`config.mk`:
```
export PLATFORM = sky130hd
export DESIGN_NAME = dedicated_processor_range_counter
export DESIGN_NICKNAME = d
export VERILOG_FILES = /design/src/rtl/dprc_pkg.sv /design/src/rtl/dprc_datapath.sv /design/src/rtl/dedicated_processor_range_counter.sv
export SDC_FILE = /design/constraint.sdc
export NUM_CORES = 1
export LEC_CHECK = 0
export ABC_AREA = 1
export CORE_MARGIN = 4
export CORE_UTILIZATION = 50
export CTS_CLUSTER_DIAMETER = 80
export DETAILED_ROUTE_END_ITERATION = 10
export DONT_BUFFER_PORTS = 1
export PLACE_DENSITY = 0.62
export SYNTH_ARGS = -nofsm -noshare
export SYNTH_HDL_FRONTEND = slang
export SYNTH_SLANG_ARGS = --single-unit
export TNS_END_PERCENT = 30
```
`constraint.sdc`:
```
create_clock -name clk -period 3.31 [get_ports clk]
set_clock_uncertainty 0.2 [all_clocks]
set_input_delay 0 -clock clk [delete_from_list [all_inputs] [get_ports clk]]
set_output_delay 0 -clock clk [all_outputs]
set_load 0.05 [all_outputs]
```
`src/rtl/dprc_pkg.sv`:
```
// Shared types for the range counter: control states and step substitution.
// The optional running-sum output is enabled by defining DPRC_SUM_EN.
package dprc_pkg;

  typedef enum logic [2:0] {
    IDLE  = 3'd0,
    INIT  = 3'd1,
    CHECK = 3'd2,
    EMIT  = 3'd3,
    INC   = 3'd4,
    DONE  = 3'd5
  } state_e;

  typedef enum logic {
    A_SRC_ZERO = 1'b0,
    A_SRC_SUM  = 1'b1
  } a_src_e;

  // A requested step of 0 would never advance, so it runs as this value instead.
  localparam int STEP_ZERO_SUB = 1;

  function automatic logic [31:0] step_fix(input logic [31:0] step_in);
    return (step_in == '0) ? 32'(STEP_ZERO_SUB) : step_in;
  endfunction

endpackage

```
`src/rtl/dprc_datapath.sv`:
```
// Range counter datapath: A register, carry-out adder, limit comparator, out register.
// With DPRC_SUM_EN it also carries the 2*WIDTH running-sum accumulator.
module dprc_datapath
  import dprc_pkg::*;
#(
  parameter int WIDTH = 8
) (
  input  logic               clk,
  input  logic               rst,
  input  logic               cfg_load,
  input  logic [WIDTH-1:0]   limit,
  input  logic [WIDTH-1:0]   step,
  input  a_src_e             a_src_sel,
  input  logic               a_load,
  input  logic               out_load,
`ifdef DPRC_SUM_EN
  input  logic               acc_clr,
  input  logic               acc_add,
  output logic [2*WIDTH-1:0] sum,
`endif
  output logic               a_lt_limit,
  output logic               inc_carry,
  output logic [WIDTH-1:0]   out
);

  logic [WIDTH-1:0] a_reg;
  logic [WIDTH-1:0] a_next;
  logic [WIDTH-1:0] limit_r;
  logic [WIDTH-1:0] step_r;
  logic [WIDTH-1:0] step_fixed;
  logic [WIDTH:0]   inc_sum;
  logic [WIDTH-1:0] out_reg;

  assign step_fixed = (step == '0) ? WIDTH'(STEP_ZERO_SUB) : step;

  // One extra bit so an overflowing increment is seen instead of wrapping A.
  assign inc_sum    = {1'b0, a_reg} + {1'b0, step_r};
  assign inc_carry  = inc_sum[WIDTH];
  assign a_lt_limit = (a_reg < limit_r);

  always_comb begin
    a_next = '0;
    case (a_src_sel)
      A_SRC_SUM:  a_next = inc_sum[WIDTH-1:0];
      default:    a_next = '0;
    endcase
  end

  always_ff @(posedge clk or posedge rst) begin
    if (rst) begin
      limit_r <= '0;
      step_r  <= WIDTH'(STEP_ZERO_SUB);
    end else if (cfg_load) begin
      limit_r <= limit;
      step_r  <= step_fixed;
    end
  end

  always_ff @(posedge clk or posedge rst) begin
    if (rst) begin
      a_reg <= '0;
    end else if (a_load) begin
      a_reg <= a_next;
    end
  end

  always_ff @(posedge clk or posedge rst) begin
    if (rst) begin
      out_reg <= '0;
    end else if (out_load) begin
      out_reg <= a_reg;
    end
  end

  assign out = out_reg;

`ifdef DPRC_SUM_EN
  logic [2*WIDTH-1:0] acc_reg;

  always_ff @(posedge clk or posedge rst) begin
    if (rst) begin
      acc_reg <= '0;
    end else if (acc_clr) begin
      acc_reg <= '0;
    end else if (acc_add) begin
      acc_reg <= acc_reg + {{WIDTH{1'b0}}, out_reg};
    end
  end

  assign sum = acc_reg;
`endif

endmodule

```
`src/rtl/dedicated_processor_range_counter.sv`:
```
// Range counter top: Moore control FSM with registered outputs driving dprc_datapath.
// Define DPRC_SUM_EN to add the running-sum output port.
module dedicated_processor_range_counter
  import dprc_pkg::*;
#(
  parameter int WIDTH = 8
) (
  input  logic               clk,
  input  logic               rst,
  input  logic               start,
  input  logic [WIDTH-1:0]   limit,
  input  logic [WIDTH-1:0]   step,
  output logic               busy,
  output logic               out_valid,
  output logic [WIDTH-1:0]   out,
`ifdef DPRC_SUM_EN
  output logic [2*WIDTH-1:0] sum,
`endif
  output logic               done
);

  state_e state;
  logic   busy_reg;
  logic   out_valid_reg;
  logic   done_reg;

  logic   cfg_load;
  a_src_e a_src_sel;
  logic   a_load;
  logic   out_load;
  logic   a_lt_limit;
  logic   inc_carry;
`ifdef DPRC_SUM_EN
  logic   acc_clr;
  logic   acc_add;
`endif

  // Datapath strobes decode the current state so they act on the same edge the FSM moves.
  always_comb begin
    cfg_load  = 1'b0;
    a_src_sel = A_SRC_ZERO;
    a_load    = 1'b0;
    out_load  = 1'b0;
    case (state)
      IDLE:  cfg_load = start;
      INIT:  a_load   = 1'b1;
      CHECK: out_load = a_lt_limit;
      INC: begin
        a_src_sel = A_SRC_SUM;
        a_load    = ~inc_carry;
      end
      default: ;
    endcase
  end

`ifdef DPRC_SUM_EN
  assign acc_clr = (state == INIT);
  assign acc_add = (state == EMIT);
`endif

  always_ff @(posedge clk or posedge rst) begin
    if (rst) begin
      state         <= IDLE;
      busy_reg      <= 1'b0;
      out_valid_reg <= 1'b0;
      done_reg      <= 1'b0;
    end else begin
      busy_reg      <= 1'b1;
      out_valid_reg <= 1'b0;
      done_reg      <= 1'b0;
      case (state)
        IDLE: begin
          if (start) begin
            state <= INIT;
          end else begin
            busy_reg <= 1'b0;
          end
        end
        INIT: state <= CHECK;
        CHECK: begin
          if (a_lt_limit) begin
            state         <= EMIT;
            out_valid_reg <= 1'b1;
          end else begin
            state    <= DONE;
            done_reg <= 1'b1;
          end
        end
        EMIT: state <= INC;
        INC: begin
          if (inc_carry) begin
            state    <= DONE;
            done_reg <= 1'b1;
          end else begin
            state <= CHECK;
          end
        end
        DONE: begin
          state    <= IDLE;
          busy_reg <= 1'b0;
        end
        default: begin
          state    <= IDLE;
          busy_reg <= 1'b0;
        end
      endcase
    end
  end

  assign busy      = busy_reg;
  assign out_valid = out_valid_reg;
  assign done      = done_reg;

  dprc_datapath #(
    .WIDTH(WIDTH)
  ) u_datapath (
    .clk        (clk),
    .rst        (rst),
    .cfg_load   (cfg_load),
    .limit      (limit),
    .step       (step),
    .a_src_sel  (a_src_sel),
    .a_load     (a_load),
    .out_load   (out_load),
`ifdef DPRC_SUM_EN
    .acc_clr    (acc_clr),
    .acc_add    (acc_add),
    .sum        (sum),
`endif
    .a_lt_limit (a_lt_limit),
    .inc_carry  (inc_carry),
    .out        (out)
  );

endmodule

```
* Word-level counts from Yosys, hierarchy flattened *
Cells that the tools add are included.

operators by class
  add/sub/neg operators = 1
  $lt $le $gt $ge = 1
  eq/ne operators = 5
  mux-type cells = 17
  bitwise gates (word level) = 1
  reductions and logical operators = 3

operator list
  kind                                                 number
  two-way mux 8 bit                                    2
  case mux 3 bit (5 select lines)                      1
  adder 8 x 8 -> 9 bit                                 1
  two-way mux 3 bit                                    3
  zero test 8 bit                                      1
  less-than comparator 8 bit                           1
  two-way mux 1 bit                                    8
  equality test 3 x 2 -> 1 bit, second input constant  2
  case mux 1 bit (2 select lines)                      3
  OR reduction 4 bit                                   1
  equality test 3 x 1 -> 1 bit, second input constant  1
  equality test 3 bit, second input constant           1
  zero test 3 bit                                      1
  != test 2 bit, second input constant                 1
  NOT 1 bit                                            1

word-level totals
  flip-flop bits (word level) = 38
  output and inout port bits = 11
  logic and storage cells = 36

* Logic depth before layout (Yosys ltp) *
Gate-level depths: netlist of run 1.

  word-level depth = 3
  gate-level depth with buffers = 12
  depth with buffers taken out = 12

* Modules after synthesis *
Synthesis of run 1 repeated with hierarchy kept, for this count alone.

second synthesis, totals
  cells, all modules = 235
  area, all modules = 1991.9 µm²

by module, submodules not included
  module                             times used  cells an instance  area each (µm²)
  dprc_datapath                      1           202                1705.4
  dedicated_processor_range_counter  1           33                 286.5

* Least setup slack after synthesis of run 1 *
No wires, ideal clock.

  kind = reg2reg
  start = register u_datapath.step_r[0]
  end = register state[1]
  setup time = 123 ps
  data arrival time = 1673 ps
  required time = 2987 ps
  slack = 1314 ps
  stages on the path, launching flop included = 12
  path buffers = 0
  cells stage by stage = dfstp_2 > ha_1 > inv_1 > fa_1 > inv_1 > nand3_1 > nand2_2 > nand2_2 > nand3_2 > nand2_4 > inv_4 > nand2_1

on the way
  word-level cells in the longest chain between the ends = 3

ends and longest elaborated chain
  element                          line                                     source
  from (decl)                      dprc_datapath.sv:29                      logic [WIDTH-1:0] step_r;
  from (signal assigned)           dprc_datapath.sv:52                      step_r <= WIDTH'(STEP_ZERO_SUB);
  from (signal assigned)           dprc_datapath.sv:55                      step_r <= step_fixed;
  adder 8 x 8 -> 9 bit             dprc_datapath.sv:37                      assign inc_sum = {1'b0, a_reg} + {1'b0, step_r};
  two-way mux 3 bit                dedicated_processor_range_counter.sv:91  if (inc_carry) begin
  case mux 3 bit (5 select lines)  dedicated_processor_range_counter.sv:71  case (state)
  to (signal assigned)             dedicated_processor_range_counter.sv:74  state <= INIT;
  to (signal assigned)             dedicated_processor_range_counter.sv:92  state <= DONE;
  to (signal assigned)             dedicated_processor_range_counter.sv:95  state <= CHECK;
  to (decl)                        dedicated_processor_range_counter.sv:22  state_e state;

Every way passes these cells.
A chain may end at the register's enable or synchronous reset.

* Final worst setup path of run 1 *
  start = register state[1]
  end = register u_datapath.step_r[1]

on the way
  word-level cells in the longest chain between the ends = 2

ends and longest elaborated chain
  element                 line                                     source
  from (signal assigned)  dedicated_processor_range_counter.sv:63  state <= IDLE;
  from (signal assigned)  dedicated_processor_range_counter.sv:74
  from (signal assigned)  dedicated_processor_range_counter.sv:79  INIT: state <= CHECK;
  zero test 3 bit         dedicated_processor_range_counter.sv:44  case (state)
  two-way mux 1 bit       dedicated_processor_range_counter.sv:44

Every way passes these cells.

==> results of run 1 <==
[timing repair]
action                    4_1_cts  5_1_grt
gates resized for setup         0        0
hold buffers                   42        0
hold endpoints to repair       56        0
[cells in the final DEF, fill, tap and decap left out, types with 2 or more instances in the layout]
cell	synthesis	final
a21oi_1	6	6
a21oi_2	2	2
bufinv_16	0	2
clkbuf_8	0	5
dfrtp_1	37	37
dlygate4sd3_1	0	42
ha_1	15	15
inv_1	37	37
nand2_1	95	95
nand2_2	3	3
nand3_1	8	8
nand4_1	10	10
nor2_1	18	18
nor3_1	2	2
o21ai_0	10	10
o22ai_1	2	2
or2_1	2	2
[worst max-delay path, delay by kind of cell, from the launching register on]
kind	cells	cell delay, ns
compound gates	1	0.08
flops	1	0.42
simple gates	4	0.84
buf+inv	2	1.16
[per-layer routing]
metal	GRT usage, %	vias up
li1	-	948
met5	0	-
met3	4.65	13
met2	34.1	42
met4	7.79	0
met1	26.3	828
[cell type report]
type / instances / area (sq um) / share of cell area [%]
clock buffer: 5 / 68.8 / 2.51
clock inverter: 3 / 68.8 / 2.51
inverter: 41 / 158 / 5.75
multi-input combinational: 187 / 1010 / 36.7
sequential: 38 / 952 / 34.7
tap: 50 / 62.6 / 2.28
timing repair buffer: 43 / 428 / 15.6
[cell families (layout without fill, tap and decap cells)]
group,after synthesis,after routing
AOI/OAI and AO/OA,23,23
xor gates and xnor gates,1,1
adders and majority gates,16,16
buffers and inverters,43,92
DFF,38,38
and+or+nand+nor,147,147
[power groups by stage]
stage	Clock (W)	Combinational [W]	Sequential (W)
after floorplan	0	0.000661	0.000881
after global placement	0	0.000787	0.000925
after detailed placement	0	0.000797	0.000928
after CTS	0.000484	0.000972	0.000918
after global routing	0.000501	0.00114	0.000937
final	0.000474	0.000988	0.000918
[how the worst max path moves through the flow]
| stage | depth (start not counted) | to | from | slack [ns] |
|---|---|---|---|---|
| finish | 7 | u_datapath.step_r[1] | state[1] | 0.53 |
| global route | 7 | u_datapath.step_r[1] | state[1] | 0.33 |
| CTS | 7 | u_datapath.step_r[1] | state[1] | 0.59 |
| detailed placement | 11 | state[1] | u_datapath.step_r[0] | 1.20 |
| global placement | 11 | state[1] | u_datapath.step_r[0] | 1.24 |
| floorplan | 11 | state[1] | u_datapath.step_r[0] | 1.31 |
[metrics by stage]
stage	setup slack (ns)	std cells
3_5_place_dp	1.20	317
5_1_grt	0.329	367
4_1_cts	0.594	367
3_3_place_gp	1.24	317
6_report	0.526	367
2_1_floorplan	1.31	268
==> flow_summary.json, run 1 <==
{
  "cts_root_buffer": "clkbuf_8",
  "internal_power_w": 0.00137,
  "netlist_top_cells_area": "dfrtp_1 (43%), nand2_1 (17%), ha_1 (8.8%)",
  "place_congestion": 0.933,
  "reg2reg_to": "u_datapath.step_r[1]",
  "cts-buffers-inserted": 5,
  "setup_viol": 0,
  "slew_headroom_pct": 65.2,
  "clk_pin_slew_ns": 0.08,
  "path_class": "reg2reg",
  "finalHoldViolations": 0,
  "track_usage_pct": 20.6,
  "yosysTopAreaCell": "dfrtp_1",
  "synth_common_cells": "nand2_1 (95), dfrtp_1 (37), inv_1 (37)",
  "wl_per_cell_microns": 13.6,
  "drive_gt1_share_pct": 7.57,
  "cts_buffer_depth": 2,
  "ios": 30,
  "worstMarginPinSlew_ns": 0.521,
  "p_leak_nw": 1.43,
  "rows": 23,
  "htree_levels": 2,
  "netlist_area_sq_mm": 0.00213,
  "met3WireLength_microns": 248,
  "ys_types": 34,
  "cp_max_fo": 24,
  "initial_core_util_pct": 52.5,
  "period_share_pct": 84.1,
  "clock_power_share_pct": 19.9,
  "grt_pass1_vias": 1732,
  "synth-compound-area-share_pct": 6.05,
  "drv_slew": 0,
  "fin_tns_setup_ns": 0,
  "die_area_sq_mm": 0.00537,
  "syn_nets": 303,
  "hold_path_class": "in2async",
  "yosysMostFrequentCell": "nand2_1",
  "critical_path_arrival_ns": 2.81,
  "yosys_warnings": 0,
  "whs_ns": 0.0571,
  "grt_pass1_wl_microns": 8350,
  "comb_power_share_pct": 41.5,
  "top_layer": "met4",
  "slowest_stage": "dlygate4sd3_1",
  "met2_length_microns": 2420,
  "max_freq_mhz": 359,
  "seq_area_frac_synth_pct": 44.7,
  "rrSetupSlack_ns": 0.53,
  "syn_inst": 268,
  "num_vias": 1831,
  "vdd_drop_max_v": 0.000519,
  "layout.nets": 351,
  "drv_cap": 0,
  "synthArstFlopShare_pct": 100,
  "fp.dieH_microns": 73.3,
  "grt_overflow": 0,
  "p_switching_w": 0.00101,
  "start_kind": "flip-flop",
  "viasPerCell": 4.99,
  "synth_fa_ha_area_share_pct": 9.75,
  "grt_max_degree": 39,
  "slowest_delay_ns": 0.58,
  "wl_met1_microns": 2180,
  "die_w_microns": 73.3,
  "antenna_found_initial": 0,
  "diodes": 0,
  "port_buffers": 0,
  "synthFlopType": "dfrtp_1",
  "synth_edf_count": 0,
  "power_density_mw_per_mm2": 868,
  "area_delta_synth_final_pct": 28.8,
  "end_kind": "flip-flop",
  "required_ns": 3.34,
  "r2r-start": "state[1]",
  "numClockSinks": 38,
  "cts_tree": "built",
  "placed_cell_area_sq_mm": 0.00219,
  "drcViolationCount": 0,
  "hpwl_microns": 3260,
  "synthXorXnorAreaFrac_pct": 0.411,
  "fp.coreArea_sq_mm": 0.00406,
  "clock_latency_ns": 0.29,
  "status": "finished clean",
  "drt_iter0_markers": 55,
  "synth_simple_gate_area_share_pct": 31.0,
  "rsz0062_at_grt": "false",
  "ys_seq_elements": 38,
  "swShare_pct": 42.3,
  "period_minus_slack_ns": 2.78,
  "p_total_w": 0.00238,
  "drt_first_pass_iters": 4,
  "fillers": 343,
  "final_area_sq_mm": 0.00274,
  "synthMuxAreaShare_pct": 0,
  "r2r_cells": 7,
  "synth_top_family_by_area": "simple AND/OR/NAND/NOR gates",
  "crit_chain": "nor2_2 -> nand2_1 -> nor2_4 -> nand2_1 -> dlygate4sd3_1 -> o21ai_0 -> dlygate4sd3_1",
  "final_antenna_net_count": 0,
  "synth_top_area_share_pct": 43.5,
  "wirelength_microns": 4980,
  "finish.utilization_pct": 67.6,
  "sequentialPowerShare_pct": 38.6,
  "syn_avg_cell_area_sq_um": 7.95,
  "cts_setup_buffers": 0
}
Power figures use the tool's default switching activity.
==> run 2: changes to the inputs <==
ABC_AREA = 0   (was 1)
clock period = 2.65 ns   (was 3.31 ns; I/O delays follow)
==> run 2 against run 1 <==
Against the previous run:
- routed wire length fell by 20%
- final cell count decreased by 31%
- via count is 23% lower
- critical path depth up 1
- clock-buffer cell count is 1 higher
- register-to-register slack got worse by 0.45 ns
- critical path type unchanged
- highest routed layer unchanged
==> flow_summary.json, run 2 <==
{
  "dpl_worst_slack_ns": 0.0847,
  "r2r-start": "u_datapath.step_r[0]",
  "synth-compound-area-share_pct": 13.9,
  "layout_setup_ws_ns": 0.0793,
  "grt_overflow": 0,
  "drive_gt1_share_pct": 18.8,
  "synth_top_family_by_area": "compound AO/OA/AOI/OAI gates",
  "place_inst": 227,
  "fp.dieH_microns": 71.2,
  "final_antenna_net_count": 0,
  "hold_depth": 3,
  "layout.nets": 241,
  "clock_latency_ns": 0.29,
  "clk_pin_slew_ns": 0.08,
  "required_ns": 2.64,
  "cts_tree": "built",
  "slowest_stage": "dfstp_2",
  "rrSetupSlack_ns": 0.08,
  "drv_cap": 0,
  "power_density_mw_per_mm2": 1200,
  "synthXorXnorAreaFrac_pct": 0.877,
  "port_buffers": 0,
  "p_leak_nw": 1.10,
  "num_vias": 1402,
  "numClockSinks": 38,
  "fillers": 328,
  "wirelength_microns": 3970,
  "setup_viol": 0,
  "p_total_w": 0.00285,
  "cts_buffer_depth": 2,
  "worstMarginPinSlew_ns": 0.483,
  "cts_root_buffer": "clkbuf_8",
  "syn_nets": 215,
  "finalHoldViolations": 0,
  "synth_simple_gate_area_share_pct": 11.8,
  "drt_iter0_markers": 45,
  "fp.coreArea_sq_mm": 0.00377,
  "min-delay-start": "start",
  "synth_fa_ha_area_share_pct": 10.4,
  "area_delta_synth_final_pct": 18.8,
  "slew_headroom_pct": 67.8,
  "yosysTopAreaCell": "dfrtp_1",
  "path_class": "reg2reg",
  "yosysMostFrequentCell": "dfrtp_1",
  "period_minus_slack_ns": 2.57,
  "place_congestion": 0.787,
  "cp_max_fo": 8,
  "r2r_cells": 8,
  "initial_core_util_pct": 53.0,
  "drcViolationCount": 0,
  "end_kind": "flip-flop",
  "die_w_microns": 71.2,
  "grt_pass1_wl_microns": 6890,
  "netlist_area_sq_mm": 0.00200,
  "cp_num_buf_inv": 1,
  "regArea_sq_um": 952,
  "wl_per_cell_microns": 15.6,
  "crit_chain": "ha_1 -> inv_1 -> fa_1 -> nor2b_2 -> o31a_1 -> a21oi_4 -> nor2b_4 -> mux2_4",
  "min_to": "u_datapath.limit_r[7]",
  "htree_levels": 2,
  "ys_seq_elements": 38,
  "cpLargestDelayFamily": "adder cells",
  "slowest_delay_ns": 0.54,
  "synthArstFlopShare_pct": 100,
  "synthFlopType": "dfrtp_1",
  "grt_max_degree": 39,
  "synth_common_cells": "dfrtp_1 (37), nand2_1 (18), ha_1 (15), mux2_2 (15), o21ai_0 (15)",
  "synth_edf_count": 0,
  "track_usage_pct": 17.5,
  "ios": 30,
  "hpwl_microns": 2860,
  "vdd_drop_max_v": 0.000500,
  "critical_path_arrival_ns": 2.56,
  "grt_pass1_vias": 1470,
  "drv_slew": 0,
  "final_common_cell": "dfrtp_1",
  "seq_area_frac_synth_pct": 47.7,
  "synth_top_area_share_pct": 46.3,
  "drt_first_pass_iters": 4,
  "cts-buffers-inserted": 5,
  "netlist_top_cells_area": "dfrtp_1 (46%), ha_1 (9.4%), mux2_2 (8.5%)",
  "start_kind": "flip-flop",
  "syn_inst": 180,
  "status": "finished clean",
  "antenna_found_initial": 0,
  "final_cells": 255,
  "period_share_pct": 97.0,
  "multi_input_area_sq_um": 998,
  "reg2reg_to": "u_datapath.a_reg[4]",
  "rows": 22,
  "diodes": 0,
  "yosys_warnings": 0,
  "final_cell_mix": "dfrtp_1 (37), dlygate4sd3_1 (19), nand2_1 (18)",
  "syn_avg_cell_area_sq_um": 11.1,
  "synthMuxAreaShare_pct": 12.2,
  "viasPerCell": 5.50,
  "ys_types": 37,
  "finish.utilization_pct": 63.0,
  "hold_path_class": "in2reg",
  "max_freq_mhz": 389,
  "die_area_sq_mm": 0.00507
}
-- run 2: cell types whose count changed in the layout (fill, tap and decap cells not counted), sizes merged, moves of 3 or more --
| cell | before | now |
|---|---|---|
| mux2i | 0 | 3 |
| mux2 | 0 | 18 |
| o21a | 1 | 5 |
| o31ai | 0 | 3 |
| nand3 | 10 | 0 |
| nand2 | 99 | 18 |
| nand4 | 10 | 0 |
| a211oi | 0 | 4 |
| nor2b | 0 | 5 |
| buf | 1 | 5 |
| nor2 | 20 | 6 |
| o21ai | 11 | 15 |
| inv | 39 | 11 |
| dlygate4sd3 | 42 | 19 |
-- run 2: per-stage QoR --
stage / TNS [ns] / hold slack, ns / area, sq um
final: 0 / 0.0204 / 2370
after global routing: -0.0125 / 0.0454 / 2370
after CTS: 0 / 0.0115 / 2360
after detailed placement: 0 / -0.171 / 2070
after global placement: 0 / -0.176 / 2070
after floorplan: 0 / -0.0832 / 2000
-- run 2: final cells by class --
cell class              count  area share [%]
clock inverters             2           0.527
well taps                  48            2.53
flip-flops and latches     38            40.1
inverters                  11            1.74
clock buffers               6            3.48
repair buffers             24            9.59
multi-input cells         126            42.0
-- run 2: logic make-up after synthesis --
family	Yosys count
adders and majority gates	16
xor gates and xnor gates	2
muxes	21
and+or+nand+nor	44
buffers and inverters	16
DFF	38
AOI/OAI and AO/OA	43
-- run 2: worst reg2reg max path: cells and delay by family, from the launching register on --
family / cells / cell delay (ns)
DFF: 1 / 0.54
buffers and inverters: 1 / 0.07
AOI/OAI and AO/OA: 2 / 0.38
adders and majority gates: 2 / 0.60
and+or+nand+nor: 2 / 0.37
muxes: 1 / 0.31
-- run 2: worst max path at each step --
stage                                     from             endpoint  slack [ns]  cells past startpoint
after global placement    u_datapath.step_r[0]  u_datapath.a_reg[4]        0.16                      8
after floorplan           u_datapath.step_r[0]  u_datapath.a_reg[2]        0.24                      8
final                     u_datapath.step_r[0]  u_datapath.a_reg[4]        0.08                      8
after global routing      u_datapath.step_r[0]  u_datapath.a_reg[4]      -0.006                      8
after CTS                 u_datapath.step_r[0]  u_datapath.a_reg[4]        0.03                      8
after detailed placement  u_datapath.step_r[0]  u_datapath.a_reg[4]        0.08                      8
-- run 2: repair_timing --
item,in CTS,in global routing
hold buffers,19,0
setup buffers,0,1
gates resized for setup,0,2
endpoints found under the setup margin,0,10
hold endpoints to repair,56,0
-- run 2: routing by layer --
layer  vias to the layer above  wire length, microns  part of all wire, %  global-route usage [%]
met5                         -                     0                    0                       0
met4                         0                    71                  1.8                    6.26
met3                         5                   214                  5.4                    5.05
met2                        31                  1990                   50                    29.3
met1                       677                  1690                   43                    21.7
li1                        689                     -                    -                       -
-- run 2: power by group --
| group | switching, W | internal [W] | total (W) |
|---|---|---|---|
| clock network | 0.000205 | 0.000209 | 0.000414 |
| registers | 0.000414 | 0.000829 | 0.00124 |
| logic | 0.000596 | 0.000598 | 0.00119 |
| total | 0.00122 | 0.00164 | 0.00285 |
==> run 3: changes to the inputs <==
ABC_CLOCK_PERIOD_IN_PS = 2650   (was unset)
RECOVER_POWER = 25   (was unset)
==> run 3 against run 2 <==
Against the previous run:
- final cell count stayed put
- non-clock buffer count stayed put
- largest cell class unchanged
- hold slack stayed put
- sequential share of layout area hardly changed
- worst setup slack stayed put
- sequential cell count stayed put
- clock-buffer cell count stayed put
- cell area is 0.11% lower
- power hardly changed
- sequential power hardly changed
- critical path type unchanged
- largest power group unchanged
- critical path depth stayed put
==> flow_summary.json, run 3 (same netlist as run 2, synthesis figures left out) <==
{
  "status": "finished clean",
  "rows": 22,
  "sequentialPowerShare_pct": 43.6,
  "numClockSinks": 38,
  "final_antenna_net_count": 0,
  "cp_max_fo": 8,
  "drt_iter0_markers": 45,
  "fp.coreArea_sq_mm": 0.00377,
  "clk_pin_slew_ns": 0.08,
  "vdd_drop_max_v": 0.000500,
  "path_class": "reg2reg",
  "ios": 30,
  "grt_pass1_vias": 1470,
  "final_common_cell": "dfrtp_1",
  "hold_path_class": "in2reg",
  "p_switching_w": 0.00122,
  "die_w_microns": 71.2,
  "period_share_pct": 97.0,
  "place_congestion": 0.787,
  "setup_viol": 0,
  "cts_tree": "built",
  "whs_ns": 0.0204,
  "wirelength_microns": 3970,
  "cts_root_buffer": "clkbuf_8",
  "fp.dieH_microns": 71.2,
  "layout_setup_ws_ns": 0.0793,
  "htree_levels": 2,
  "grt_overflow": 0,
  "drt_first_pass_iters": 4,
  "grt_max_degree": 39,
  "p_leak_nw": 1.10,
  "antenna_found_initial": 0,
  "finalHoldViolations": 0,
  "hpwl_microns": 2860,
  "cts_buffer_depth": 2,
  "area_delta_synth_final_pct": 18.7,
  "worstMarginPinSlew_ns": 0.909,
  "clock_latency_ns": 0.29,
  "drv_cap": 0,
  "critical_path_arrival_ns": 2.56,
  "internal_power_w": 0.00164,
  "comb_power_share_pct": 41.9,
  "fin_tns_setup_ns": 0,
  "required_ns": 2.64,
  "cts-buffers-inserted": 5,
  "track_usage_pct": 17.5,
  "wl_per_cell_microns": 15.6,
  "drcViolationCount": 0,
  "slew_headroom_pct": 39.4,
  "dpl_worst_slack_ns": 0.0847,
  "period_minus_slack_ns": 2.57,
  "diodes": 0,
  "initial_core_util_pct": 53.0,
  "num_vias": 1402,
  "drv_slew": 0,
  "drive_gt1_share_pct": 18.8,
  "port_buffers": 0,
  "layout.nets": 241,
  "end_kind": "flip-flop",
  "clock_power_share_pct": 14.5,
  "max_freq_mhz": 389,
  "grt_pass1_wl_microns": 6890,
  "power_density_mw_per_mm2": 1200,
  "swShare_pct": 42.6,
  "final_cell_mix": "dfrtp_1 (37), dlygate4sd3_1 (19), nand2_1 (18)",
  "viasPerCell": 5.50,
  "die_area_sq_mm": 0.00507,
  "start_kind": "flip-flop"
}
[run 3: changes by cell type in the layout (fill, tap and decap cells not counted)]
cell / previous run / this run
buf_4: 5 / 4
clkbuf_2: 0 / 1
[run 3: final cells by class]
type                    instances  area (sq um)
clock inverters                 2          12.5
fillers                       329          1400
well taps                      48          60.1
flip-flops and latches         38           952
clock buffers                   6          82.6
repair buffers                 24           225
inverters                      11          41.3
multi-input cells             126           998
[run 3: power groups by stage]
stage	registers, W	logic (W)	clock network (W)
floorplan	0.00116	0.000954	0
CTS	0.00125	0.00119	0.000423
detailed placement	0.00126	0.00114	0
global route	0.00128	0.00138	0.000456
finish	0.00124	0.00119	0.000414
global placement	0.00124	0.00110	0
[run 3: routing by layer]
metal | track usage [%] | wire [microns] | up-vias
met5 | 0 | 0 | -
met1 | 21.7 | 1690 | 677
met2 | 29.3 | 1990 | 31
met4 | 6.26 | 71 | 0
met3 | 5.05 | 214 | 5
li1 | - | - | 689
[run 3: path summary, 6_finish.rpt]
check                                            from                    end  slack (ns)  cells past startpoint
worst min-delay path                            start  u_datapath.limit_r[7]        0.02                      3
max in group asynchronous                         rst   u_datapath.step_r[5]        1.47                      3
min in group asynchronous                         rst    u_datapath.a_reg[4]        0.22                      3
worst max register to register   u_datapath.step_r[0]    u_datapath.a_reg[4]        0.08                      8
worst min register to register  u_datapath.limit_r[0]  u_datapath.limit_r[0]        0.31                      1
worst max-delay path             u_datapath.step_r[0]    u_datapath.a_reg[4]        0.08                      8
[run 3: worst max-delay path: stages, from the launching register on]
cell	delay [ns]
dfstp_2	0.54
ha_1	0.20
inv_1	0.07
fa_1	0.40
nor2b_2	0.17
o31a_1	0.25
a21oi_4	0.13
nor2b_4	0.19
mux2_4	0.31
[run 3: repair_timing]
item / in CTS / in global routing
buffers inserted: 0 / 1
resized for setup: 0 / 2
endpoints found under the hold margin: 56 / 0
endpoints found under the setup margin: 0 / 10
hold buffers: 19 / 0
[run 3: through the flow]
| stage | instances | power (W) | utilization [%] | cell area, sq um |
|---|---|---|---|---|
| after floorplan | 180 | 0.00212 | - | 2000 |
| after global placement | 227 | 0.00234 | 55.0 | 2070 |
| after CTS | 254 | 0.00286 | 62.6 | 2360 |
| after global routing | 255 | 0.00312 | 62.9 | 2370 |
| after detailed placement | 227 | 0.00240 | 55.0 | 2070 |
| final | 255 | 0.00285 | 62.9 | 2370 |
